`src/rtl/seven_segment_counter_mux.sv`:
```
// rtl/seven_segment_counter_mux.sv - debounced up/down multi-digit counter on a scanned seven-segment display
// Buttons are synchronised and debounced; the value is shown one digit at a time.
module seven_segment_counter_mux #(
  parameter int DIGITS          = 4,
  parameter int REFRESH_DIV     = 50000,
  parameter int DEBOUNCE_CYCLES = 500000,
  parameter int BCD             = 0
) (
  input  logic                  clk,
  input  logic                  rst,
  input  logic                  leftButton,
  input  logic                  rightButton,
  output logic [6:0]            segmentBits,
  output logic [DIGITS-1:0]     grounds,
  output logic [4*DIGITS-1:0]   value
);

  localparam int IW = (DIGITS > 1) ? $clog2(DIGITS) : 1;
  localparam int RW = $clog2(REFRESH_DIV);
  localparam int CW = $clog2(DEBOUNCE_CYCLES + 1);
  localparam logic [3:0]    NIB_MAX  = (BCD != 0) ? 4'd9 : 4'd15;
  localparam logic [CW-1:0] DEB_LAST = CW'(DEBOUNCE_CYCLES - 1);
  localparam logic [RW-1:0] REF_LAST = RW'(REFRESH_DIV - 1);
  localparam logic [IW-1:0] IDX_LAST = IW'(DIGITS - 1);

  // Bit 0 is the right (increment) button, bit 1 the left (decrement) button.
  logic [1:0]          sync1_q, sync1_d;
  logic [1:0]          sync2_q, sync2_d;
  logic [1:0]          stable_q, stable_d;
  logic [1:0]          stable_prev_q, stable_prev_d;
  logic [CW-1:0]       deb_q [2];
  logic [CW-1:0]       deb_d [2];
  logic [4*DIGITS-1:0] value_q, value_d;
  logic [RW-1:0]       refresh_q, refresh_d;
  logic [IW-1:0]       scan_idx_q, scan_idx_d;

  logic [1:0] press;
  logic       carry;
  logic [3:0] nib;
  logic [3:0] digit;

  assign press = stable_q & ~stable_prev_q;

  always_comb begin
    sync1_d       = {leftButton, rightButton};
    sync2_d       = sync1_q;
    stable_d      = stable_q;
    stable_prev_d = stable_q;
    for (int b = 0; b < 2; b++) begin
      deb_d[b] = '0;
      if (sync2_q[b] != stable_q[b]) begin
        if (deb_q[b] == DEB_LAST) stable_d[b] = ~stable_q[b];
        else                      deb_d[b]    = deb_q[b] + CW'(1);
      end
    end
  end

  // Ripple the carry/borrow nibble by nibble so BCD and hex share one path.
  always_comb begin
    value_d = value_q;
    carry   = 1'b1;
    nib     = '0;
    if (press[0] ^ press[1]) begin
      for (int k = 0; k < DIGITS; k++) begin
        nib = value_q[4*k +: 4];
        if (carry) begin
          if (press[0]) begin
            if (nib == NIB_MAX) nib = 4'd0;
            else begin
              nib   = nib + 4'd1;
              carry = 1'b0;
            end
          end else begin
            if (nib == 4'd0) nib = NIB_MAX;
            else begin
              nib   = nib - 4'd1;
              carry = 1'b0;
            end
          end
        end
        value_d[4*k +: 4] = nib;
      end
    end
  end

  always_comb begin
    refresh_d  = refresh_q + RW'(1);
    scan_idx_d = scan_idx_q;
    if (refresh_q == REF_LAST) begin
      refresh_d  = '0;
      scan_idx_d = (scan_idx_q == IDX_LAST) ? '0 : scan_idx_q + IW'(1);
    end
  end

  always_ff @(posedge clk) begin
    if (rst) begin
      sync1_q       <= '0;
      sync2_q       <= '0;
      stable_q      <= '0;
      stable_prev_q <= '0;
      deb_q[0]      <= '0;
      deb_q[1]      <= '0;
      value_q       <= '0;
      refresh_q     <= '0;
      scan_idx_q    <= '0;
    end else begin
      sync1_q       <= sync1_d;
      sync2_q       <= sync2_d;
      stable_q      <= stable_d;
      stable_prev_q <= stable_prev_d;
      deb_q[0]      <= deb_d[0];
      deb_q[1]      <= deb_d[1];
      value_q       <= value_d;
      refresh_q     <= refresh_d;
      scan_idx_q    <= scan_idx_d;
    end
  end

  always_comb begin
    grounds = '1;
    digit   = '0;
    for (int k = 0; k < DIGITS; k++) begin
      if (IW'(k) == scan_idx_q) begin
        grounds[k] = 1'b0;
        digit      = value_q[4*k +: 4];
      end
    end
  end

  always_comb begin
    case (digit)
      4'h0: segmentBits = 7'b1111110;
      4'h1: segmentBits = 7'b0110000;
      4'h2: segmentBits = 7'b1101101;
      4'h3: segmentBits = 7'b1111001;
      4'h4: segmentBits = 7'b0110011;
      4'h5: segmentBits = 7'b1011011;
      4'h6: segmentBits = 7'b1011111;
      4'h7: segmentBits = 7'b1110000;
      4'h8: segmentBits = 7'b1111111;
      4'h9: segmentBits = 7'b1111011;
      4'hA: segmentBits = 7'b1110111;
      4'hB: segmentBits = 7'b0011111;
      4'hC: segmentBits = 7'b1001110;
      4'hD: segmentBits = 7'b0111101;
      4'hE: segmentBits = 7'b1001111;
      default: segmentBits = 7'b1000111;
    endcase
  end

  assign value = value_q;

endmodule

```
`config.mk`:
```
export PLATFORM = sky130hd
export DESIGN_NAME = seven_segment_counter_mux
export DESIGN_NICKNAME = d
export VERILOG_FILES = /design/src/rtl/seven_segment_counter_mux.sv
export SDC_FILE = /design/constraint.sdc
export NUM_CORES = 1
export LEC_CHECK = 0
export CORE_UTILIZATION = 30
export DETAILED_ROUTE_END_ITERATION = 12
export HOLD_SLACK_MARGIN = 0.05
export PLACE_DENSITY = 0.59
export SLEW_MARGIN = 10
export SYNTH_ARGS = -nofsm -noshare
export SYNTH_HDL_FRONTEND = slang
export SYNTH_SLANG_ARGS = --single-unit
```
`constraint.sdc`:
```
create_clock -name clk -period 2.7 [get_ports clk]
set_clock_uncertainty 0.15 [all_clocks]
set_input_delay 0.405 -clock clk [delete_from_list [all_inputs] [get_ports clk]]
set_output_delay 0.405 -clock clk [all_outputs]
set_load 0.03 [all_outputs]
```
* Word level (Yosys, flattened, before mapping)
Memories as Yosys holds them, arrays and structs flattened.
Cells that the tools add are included.
** Word-level totals
- Bits of input ports :: 4
- Memories kept :: 2
- Bits in registers :: 42
- RAM bits :: 38
- Output and inout port bits :: 27
- Bits in read-only memories :: 112
- Logic and storage cells :: 100
** Memory list
- (name not given) :: depth 16, width 7, read ports 1, clocked after memory_dff 0, wr ports 0, line 131 : case (digit)
- deb_q :: depth 2, width 19, read ports 2, clocked after memory_dff 0, wr ports 2, line 31 : logic [CW-1:0] deb_q [2];
** Cells by class
- Equality and inequality tests :: 13
- Bitwise gates (word level) :: 7
- Reduce and logical (&&, ||, !) cells :: 11
- $add $sub $neg :: 12
- Muxes and demuxes :: 44
** Operators by type and width (count)
- $mux 19 :: 6
- $mux 4 :: 16
- $add 19x1->19 const B :: 2
- $eq 19x19->1 const B :: 2
- $mux 1 :: 21
- $add 16x1->16 const B :: 1
- $add 4x1->4 const B :: 4
- $eq 16x16->1 const B :: 1
- $eq 4x4->1 const B :: 4
- $logic_not 4->1 :: 4
- $sub 4x1->4 const B :: 4
- $reduce_and 2->1 :: 5
- $eq 2x2->1 const A :: 2
- $add 2x1->2 const B :: 1
- $and 2x2->2 :: 1
- $eq 1x2->1 const A :: 1
- $eq 2x2->1 const B :: 1
- $logic_not 2->1 :: 1
- $mux 2 :: 1
- $ne 1x1->1 :: 2
- $not 1->1 :: 2
- $not 2->2 :: 1
- $or 1x1->1 :: 2
- $reduce_or 2->1 :: 1
- $xor 1x1->1 :: 1

* Logic depth before layout (Yosys ltp)
Gate-level depths: netlist (run 1).
- Depth after elaboration :: 9
- Gate-level depth with buffers :: 11

* Worst setup path before layout (run 1)
No wires, ideal clock.
- Path kind :: register to output
- Start point :: register scan_idx_q[0]
- End point :: output port segmentBits[6]
- Arrival :: 3172 ps
- Stages on the path, launching flop included :: 9
- Path slack :: -1027 ps
- Cells stage by stage :: dfxtp_1 > inv_1 > ha_1 > inv_1 > o311ai_0 > inv_1 > ha_1 > and3_1 > a221oi_1
** Between the ends
- Word-level cells in the longest chain between the ends :: 6
- Elaborated cells between the ends (all ways) :: 9
- Classes of those cells :: eq/ne (3); mux (4); reduce/logical (1); memory (1)
** RTL lines
- from (decl) :: line 35 : logic [IW-1:0] scan_idx_q, scan_idx_d;
- from (signal assigned) :: line 115 : scan_idx_q <= scan_idx_d;
- $logic_not 2->1 :: line 123 : if (IW'(k) == scan_idx_q) begin
- $mux 4 (3 in series) :: line 123
- $mux 4 * :: line 123
- $mem_v2 16x7 *
- to (decl) :: line 13 : output logic [6:0] segmentBits,
Mark *: on every way between the ends. The rest lies on a longest branch, timed or not.

* Final worst setup path (run 1)
- Start point :: register scan_idx_q[1]
- End point :: output port segmentBits[6]
Same word-level chain as after synthesis.

==> impl_metrics.json, run 1 <==
{
  "ctsRootBufferMaster": "clkbuf_16",
  "wl_per_cell_um": 12.4,
  "endpoint_kind": "primary output",
  "synth_seq_area_share": 0.374,
  "clock_path_buffers": 2,
  "p_switching_w": 0.000611,
  "stdcell_area_um2": 5400,
  "fp.dieW_um": 121,
  "use_met3": 0.0428,
  "grt_pass1_vias": 3434,
  "ant_nets": 0,
  "slew_headroom": 0.557,
  "post-synth-top-count-cell": "nor2_1",
  "yosysWarnings": 0,
  "pwr-share-seq": 0.473,
  "worst_slew_pin_slew_ps": 658,
  "final_layout_size_suffix_gt1_frac": 0.161,
  "use_met1": 0.166,
  "grt_first_pass_wirelength_um": 16000,
  "ios": 31,
  "drt_wl_total_um": 9350,
  "r2r_end": "value[14]",
  "synth.area.top_cells": "dfxtp_1, nor2_1, ha_1",
  "top_usage_layer": "met2",
  "clock-sinks": 80,
  "p_clk_frac": 0.464,
  "cts.hold.buffers_added": 0,
  "cellPowerDensity_nw_per_um2": 468,
  "max_freq_mhz": 334,
  "grt_setup_unrepaired": "true",
  "diodes": 0,
  "synth_edf_count": 0,
  "finalHoldViolCount": 0,
  "cts_tree": "built",
  "die_y_um": 121,
  "post-synth-top-area-cell": "dfxtp_1",
  "synth_area_um2": 4280,
  "numCtsBuffers": 9,
  "crit_path_max_fanout": 5,
  "pwr-share-comb": 0.063,
  "rows": 43,
  "cp-endpoint": "segmentBits[6]",
  "grt_use_met2": 0.229,
  "dieArea_um2": 14800,
  "gp_congestion": 0.844,
  "finalCriticalPeriod_ps": 3000,
  "drv_cap": 0,
  "p_leak_nw": 1.90,
  "drtIter0Drc": 198,
  "syn_inst": 520,
  "dp_hpwl_um": 6720,
  "syn_nets": 546,
  "layout.nets": 594,
  "crit_required_ps": 2140,
  "dp.cells": 728,
  "setup_tns_ps": -1420,
  "core_area_um2": 13900,
  "firstDrtPassIters": 4,
  "clkTransAtPathRegs_ps": 60,
  "cp_slowest_stage_delay_ps": 400,
  "min_path_type": "reg -> reg",
  "start_util": 0.308,
  "grt_max_degree": 18,
  "fin_cells": 753,
  "htree_levels": 3,
  "worst_slack_ps": -295,
  "grt_use_total": 0.137,
  "ys_ff_latch": 80,
  "r2r_slack_ps": 160,
  "period_share": 1.11,
  "swShare": 0.242,
  "status": "finished with violations",
  "area_delta_synth_final_pct": 26.1,
  "intPower_w": 0.00192,
  "grt_overflow_total": 0,
  "path_class": "reg -> out",
  "cp-startpoint": "scan_idx_q[1]",
  "dpl_cell_area_um2": 4890,
  "r2r-start": "value[0]",
  "antenna_found_initial": 0,
  "critical_path.most_common_cell": "buf_6",
  "synth_commonest_cells": "nor2_1, dfxtp_1, nand2_1",
  "crit_chain": "inv_4, ha_4, buf_6, a211oi_1, a211oi_2, clkdlybuf4s15_2, and3_1, a221oi_4, buf_6",
  "r2r_cells": 7,
  "ir_drop_uv": 248,
  "via_per_inst": 4.89,
  "insertion_delay_ps": 340,
  "syn_area_per_cell_um2": 8.23,
  "port_buffers": 30,
  "ys.flop_type": "dfxtp_1",
  "drc": 0,
  "synth.distinct_cells": 51,
  "final.fill_count": 1405,
  "violations": "setup timing",
  "synth_top_area_frac": 0.374,
  "cp-start-kind": "register",
  "synth_async_sr_flop_share": 0,
  "setup_violations": 7,
  "cpMaxStageDelayCell": "a211oi_1",
  "arrival_ps": 2440,
  "vias": 3683,
  "slew_violations": 0
}
==> power by group through the flow <==
stage	Clock [W]	Sequential, W	Combinational, W
after floorplan	0	0.00123	0.0000831
after global placement	0	0.00122	0.000135
after detailed placement	0	0.00122	0.000137
after CTS	0.00121	0.00119	0.000151
after global routing	0.00127	0.00120	0.000174
final	0.00117	0.00119	0.000160
==> worst min-delay path by stage <==
| stage | start | end | slack, ps | depth (start not counted) |
|---|---|---|---|---|
| finish | refresh_q[0] | refresh_q[0] | 310 | 1 |
| global route | refresh_q[0] | refresh_q[0] | 320 | 1 |
| CTS | refresh_q[0] | refresh_q[0] | 320 | 1 |
| detailed placement | refresh_q[0] | refresh_q[0] | 300 | 1 |
| global placement | deb_q[0][19] | deb_q[0][19] | 290 | 1 |
| floorplan | sync1_q[0] | sync2_q[0] | 260 | 1 |
==> area by class of cell <==
class / instances / area (um^2) / area share
multi-input combinational: 391 / 2630 / 0.488
timing repair buffer: 58 / 534 / 0.0990
clock inverter: 6 / 50.0 / 0.00927
tap: 180 / 225 / 0.0417
sequential: 80 / 1610 / 0.298
clock buffer: 10 / 239 / 0.0443
inverter: 28 / 108 / 0.0199
==> stage by stage <==
step           hold WS (ps)  utilization  power, W  setup WS (ps)
2_1_floorplan           264            -   0.00131           12.5
3_3_place_gp            294        0.352   0.00136           42.2
3_5_place_dp            301        0.352   0.00136          -21.9
4_1_cts                 316        0.386   0.00256           -203
5_1_grt                 322        0.389   0.00264           -400
6_report                312        0.389   0.00253           -295
==> logic make-up after synthesis <==
kind of cell / count (synthesis) / synth area share
AND/OR/NAND/NOR: 232 / 0.263
flip-flops: 80 / 0.374
AO/OA/AOI/OAI: 71 / 0.110
XOR/XNOR: 56 / 0.115
buffers and inverters: 49 / 0.0500
adder cells (fa/ha/maj): 22 / 0.0643
multiplexers: 10 / 0.0237
==> what timing repair did <==
item | in CTS | in global routing
resized for setup | 38 | 2
cloned | 1 | 0
pin swaps | 6 | 4
setup buffers | 5 | 3
setup endpoints to repair | 7 | 7
==> worst max-delay path, delay by kind of cell (launching register included) <==
kind            cells  cell delay [ps]
fa+ha+maj           1              180
flops               1              370
compound gates      3              740
buf+inv             4              580
simple gates        1              210
==> registers in the layout (all words and copies together), names as in the netlist <==
signal	cells
deb_q	38
refresh_q	16
value	16
scan_idx_q	2
stable_prev_d	2
stable_prev_q	2
sync1_q	2
sync2_q	2
==> layer usage <==
layer,vias to the layer above,routed length (um),share of wire
met5,-,0,0
met4,0,115,0.012
met3,8,359,0.038
met2,56,4530,0.48
met1,1740,4340,0.46
li1,1879,-,-
==> cells in the final DEF (no fill, tap or decap), drive strengths merged, types with 8 or more instances in the layout <==
cell type      instances
xnor2                 25
ha                    22
buf                   34
clkdlybuf4s50         23
nor3                  16
xor2                  31
nand2                 35
nand3                 28
dfxtp                 80
inv                   30
a21oi                 25
and3                   9
nor2b                  9
nand4                 12
clkbuf                10
mux2i                  9
nor2                  86
o21ai                  8
(Power assumes the default switching activity.)
==> run 2, diff against run 1 <==
CORE_UTILIZATION = 53   (was 30)
PLACE_DENSITY = 0.87   (was 0.59)
==> impl_metrics.json, run 2 (same netlist as run 1, synthesis figures left out) <==
{
  "dieArea_um2": 8440,
  "start_util": 0.551,
  "regMostFlops": "deb_q",
  "p_clk_frac": 0.384,
  "fin_cells": 675,
  "path_class": "reg -> out",
  "layout.nets": 594,
  "drt_wl_total_um": 10100,
  "r2r_cells": 7,
  "die_y_um": 91.9,
  "numCtsBuffers": 9,
  "cts.hold.buffers_added": 0,
  "grt_setup_unrepaired": "true",
  "finalHoldViolCount": 0,
  "port_buffers": 30,
  "fp.dieW_um": 91.9,
  "insertion_delay_ps": 360,
  "grt_first_pass_wirelength_um": 17200,
  "firstDrtPassIters": 6,
  "stdcell_area_um2": 5260,
  "arrival_ps": 2380,
  "antenna_found_initial": 0,
  "dp_hpwl_um": 6360,
  "endpoint_kind": "primary output",
  "period_share": 1.09,
  "gp_congestion": 0.840,
  "grt_max_degree": 20,
  "dpl_cell_area_um2": 4750,
  "clock_path_buffers": 2,
  "pwr-share-seq": 0.542,
  "slew_violations": 0,
  "final_layout_size_suffix_gt1_frac": 0.169,
  "clock-sinks": 80,
  "core_area_um2": 7770,
  "drv_cap": 0,
  "diodes": 0,
  "finalCriticalPeriod_ps": 2940,
  "ctsRootBufferMaster": "clkbuf_8",
  "min_path_type": "reg -> reg",
  "grt_pass1_vias": 3752,
  "grt_overflow_total": 0,
  "final_common_cell": "nor2_1",
  "cellPowerDensity_nw_per_um2": 419,
  "drc": 0,
  "p_leak_nw": 1.88,
  "worst_slew_pin_slew_ps": 717,
  "cts_tree": "built",
  "intPower_w": 0.00163,
  "ir_drop_uv": 257,
  "p_switching_w": 0.000574,
  "via_per_inst": 5.80,
  "swShare": 0.260,
  "vias": 3917,
  "drtIter0Drc": 331,
  "slew_headroom": 0.518,
  "hold_ws_ps": 293,
  "wl_per_cell_um": 15.0,
  "crit_required_ps": 2140,
  "largest_register_ffs": 38,
  "crit_path_max_fanout": 6,
  "clkTransAtPathRegs_ps": 80,
  "violations": "setup timing",
  "dp.cells": 645,
  "htree_levels": 3,
  "final.fill_count": 555,
  "r2r_slack_ps": 100,
  "ant_nets": 0,
  "grt_use_total": 0.253,
  "final_cell_mix": "nor2_1, dfxtp_1, nand2_1",
  "max_freq_mhz": 340,
  "setup_violations": 7,
  "pwr-share-comb": 0.074,
  "hold_depth": 1,
  "cp-start-kind": "register",
  "rows": 32,
  "status": "finished with violations",
  "area_delta_synth_final_pct": 22.9,
  "ios": 31,
  "worst_slack_ps": -238
}
run 2: cell types whose count changed in the layout (fill, tap and decap cells not counted), moves of 2 or more:
cell       delta
clkbuf_16     -9
clkbuf_8      +9
ha_4          +3
a21oi_2       +2
ha_1          -2
inv_2         -2
o31ai_2       -2
run 2: layer usage:
| metal | wire length [um] | track usage | up-vias |
|---|---|---|---|
| met5 | 0 | 0 | - |
| met4 | 348 | 0.108 | 0 |
| met3 | 648 | 0.0638 | 32 |
| met2 | 4860 | 0.431 | 175 |
| met1 | 4250 | 0.301 | 1832 |
| li1 | - | - | 1878 |
run 2: critical path: stages, from the launching register on:
cell      delay (ps)
dfxtp_4          370
inv_4             40
ha_4             180
buf_6            130
o31ai_1          270
o311ai_1         170
buf_4            190
buf_4            150
and3_4           170
a221oi_4         180
buf_6            160
run 2: power by group through the flow:
stage	sequential, W	combinational, W	clock (W)
floorplan	0.00123	0.0000831	0
global placement	0.00122	0.000129	0
detailed placement	0.00122	0.000136	0
CTS	0.00119	0.000156	0.000860
global route	0.00119	0.000176	0.000917
finish	0.00119	0.000163	0.000846
run 2: area by class of cell:
cell class,instances,area (um^2),area share
Clock buffer,10,138,0.0262
Clock inverter,6,50.0,0.00952
Inverter,28,110,0.0209
Multi-Input combinational cell,391,2690,0.512
Sequential cell,80,1610,0.306
Tap cell,102,128,0.0243
Timing Repair Buffer,58,531,0.101
run 2: per-stage QoR:
step	power, W	setup WS, ps	TNS (ps)	utilization
2_1_floorplan	0.00131	12.5	0	-
3_3_place_gp	0.00135	21.6	0	0.612
3_5_place_dp	0.00136	-49.3	-70.4	0.612
4_1_cts	0.00221	-130	-688	0.673
5_1_grt	0.00229	-297	-1790	0.677
6_report	0.00220	-238	-1250	0.677
run 2: path summary, 6_finish.rpt:
check                      from             end
setup / recovery  scan_idx_q[1]  segmentBits[6]
hold reg to reg      sync1_q[1]      sync2_q[1]
setup reg to reg       value[0]       value[14]
hold / removal       sync1_q[1]      sync2_q[1]
run 2: repair_timing:
action                     CTS  global route
gates resized for setup     52             2
pin swaps                   12             3
setup buffers               11             3
setup endpoints to repair    7             7
==> run 3, diff against run 2 <==
GPL_TIMING_DRIVEN = 0   (was not set)
SKIP_CTS_REPAIR_TIMING = 1   (was not set)
==> impl_metrics.json, run 3 (same netlist as run 1, synthesis figures left out) <==
{
  "fp.dieW_um": 91.9,
  "rows": 32,
  "clock-sinks": 80,
  "vias": 3971,
  "crit_chain": "inv_2, ha_1, inv_2, o31ai_4, a22oi_2, inv_2, ha_2, mux2i_1, nand2_1, o21ai_2, buf_6",
  "regMostFlops": "deb_q",
  "r2r_end": "value[10]",
  "worst_slack_ps": -372,
  "worst_slew_pin_slew_ps": 674,
  "endpoint_kind": "primary output",
  "cts_tree": "built",
  "path_class": "reg -> out",
  "grt_overflow_total": 0,
  "layout.nets": 603,
  "drt_wl_total_um": 10500,
  "setup_tns_ps": -2110,
  "ant_nets": 0,
  "grt_pass1_vias": 3537,
  "cp_slowest_stage_delay_ps": 410,
  "p_leak_nw": 1.89,
  "diodes": 0,
  "insertion_delay_ps": 350,
  "violations": "setup timing",
  "hold_depth": 1,
  "drc": 0,
  "drtIter0Drc": 282,
  "clkTransAtPathRegs_ps": 90,
  "grt_max_degree": 14,
  "port_buffers": 30,
  "period_share": 1.14,
  "critical_path.most_common_cell": "inv_2",
  "max_freq_mhz": 326,
  "slew_headroom": 0.547,
  "die_y_um": 91.9,
  "final_common_cell": "nor2_1",
  "p_total_w": 0.00234,
  "final_layout_size_suffix_gt1_frac": 0.174,
  "largest_register_ffs": 38,
  "wl_per_cell_um": 15.3,
  "slew_violations": 0,
  "htree_levels": 3,
  "area_delta_synth_final_pct": 25.0,
  "status": "finished with violations",
  "ctsRootBufferMaster": "clkbuf_8",
  "finalHoldViolCount": 0,
  "crit_required_ps": 2140,
  "arrival_ps": 2520,
  "ir_drop_uv": 418,
  "dp_slack_ps": -754,
  "cpMaxStageDelayCell": "dfxtp_4",
  "r2r-start": "value[0]",
  "cp-start-kind": "register",
  "grt_setup_unrepaired": "true",
  "r2r_cells": 8,
  "critPathBufInv": 4,
  "grt_use_total": 0.226,
  "via_per_inst": 5.81,
  "setup_violations": 7,
  "gp_congestion": 0.882,
  "dieArea_um2": 8440,
  "start_util": 0.551,
  "antenna_found_initial": 0,
  "crit_family": "buffers and inverters",
  "grt_first_pass_wirelength_um": 15500,
  "ios": 31,
  "crit_path_max_fanout": 6,
  "final_cell_mix": "nor2_1, dfxtp_1, nand2_1",
  "finalCriticalPeriod_ps": 3070,
  "dp_hpwl_um": 6650,
  "drv_cap": 0,
  "core_area_um2": 7770,
  "cellPowerDensity_nw_per_um2": 437,
  "min_to": "sync2_q[0]",
  "holdCritStartpoint": "sync1_q[0]",
  "min_path_type": "reg -> reg",
  "r2r_slack_ps": 50,
  "final.fill_count": 568,
  "clock_path_buffers": 2,
  "numCtsBuffers": 9,
  "firstDrtPassIters": 5
}
==> run 3: cell count changes in the layout (fill, tap and decap cells not counted), sizes merged <==
cell    before  now
inv         31   28
bufinv       0    2
buf         35   34
clkbuf      10   21
==> run 3: worst reg2reg max path: cells and delay by family (launching register included) <==
kind	cells	cell delay, ps
AND/OR/NAND/NOR	2	690
AO/OA/AOI/OAI	2	520
flip-flops	1	370
multiplexers	1	340
buffers and inverters	2	280
adder cells (fa/ha/maj)	1	200
==> run 3: worst max-delay path by stage <==
stage,to,cells after the start,from,slack [ps]
final,segmentBits[3],11,scan_idx_q[0],-370
after global routing,segmentBits[5],10,scan_idx_q[0],-420
after CTS,segmentBits[5],11,scan_idx_q[1],-1150
after detailed placement,segmentBits[5],11,scan_idx_q[1],-750
after global placement,segmentBits[6],11,scan_idx_q[1],-660
after floorplan,segmentBits[5],9,scan_idx_q[0],10
==> run 3: per-stage QoR <==
step	cell area (um^2)	util	hold WS (ps)	instances
after floorplan	4350	-	264	520
after global placement	4780	0.615	272	652
after detailed placement	4780	0.615	272	652
after CTS	4990	0.642	289	668
after global routing	5350	0.689	324	684
final	5350	0.689	294	684
==> run 3: final cells by class <==
class	count	area, um^2	area share
buffer	20	131	0.0245
clock buffer	11	131	0.0245
clock inverter	5	81.3	0.0152
inverter	28	108	0.0201
multi-input combinational	391	2720	0.508
sequential	80	1610	0.301
tap	102	128	0.0238
timing repair buffer	47	440	0.0823
==> run 3: where the power goes <==
part	switching [W]	total (W)	internal [W]
clock network	0.000447	0.000969	0.000522
registers	0.0000112	0.00120	0.00119
logic	0.0000939	0.000173	0.0000787
==> run 3: per-layer routing <==
layer	part of all wire	GRT usage	wire, um	up-vias
li1	-	-	-	1895
met1	0.42	0.270	4390	1854
met2	0.48	0.391	5020	176
met3	0.065	0.0522	684	46
met4	0.035	0.0898	370	0
met5	0	0	0	-
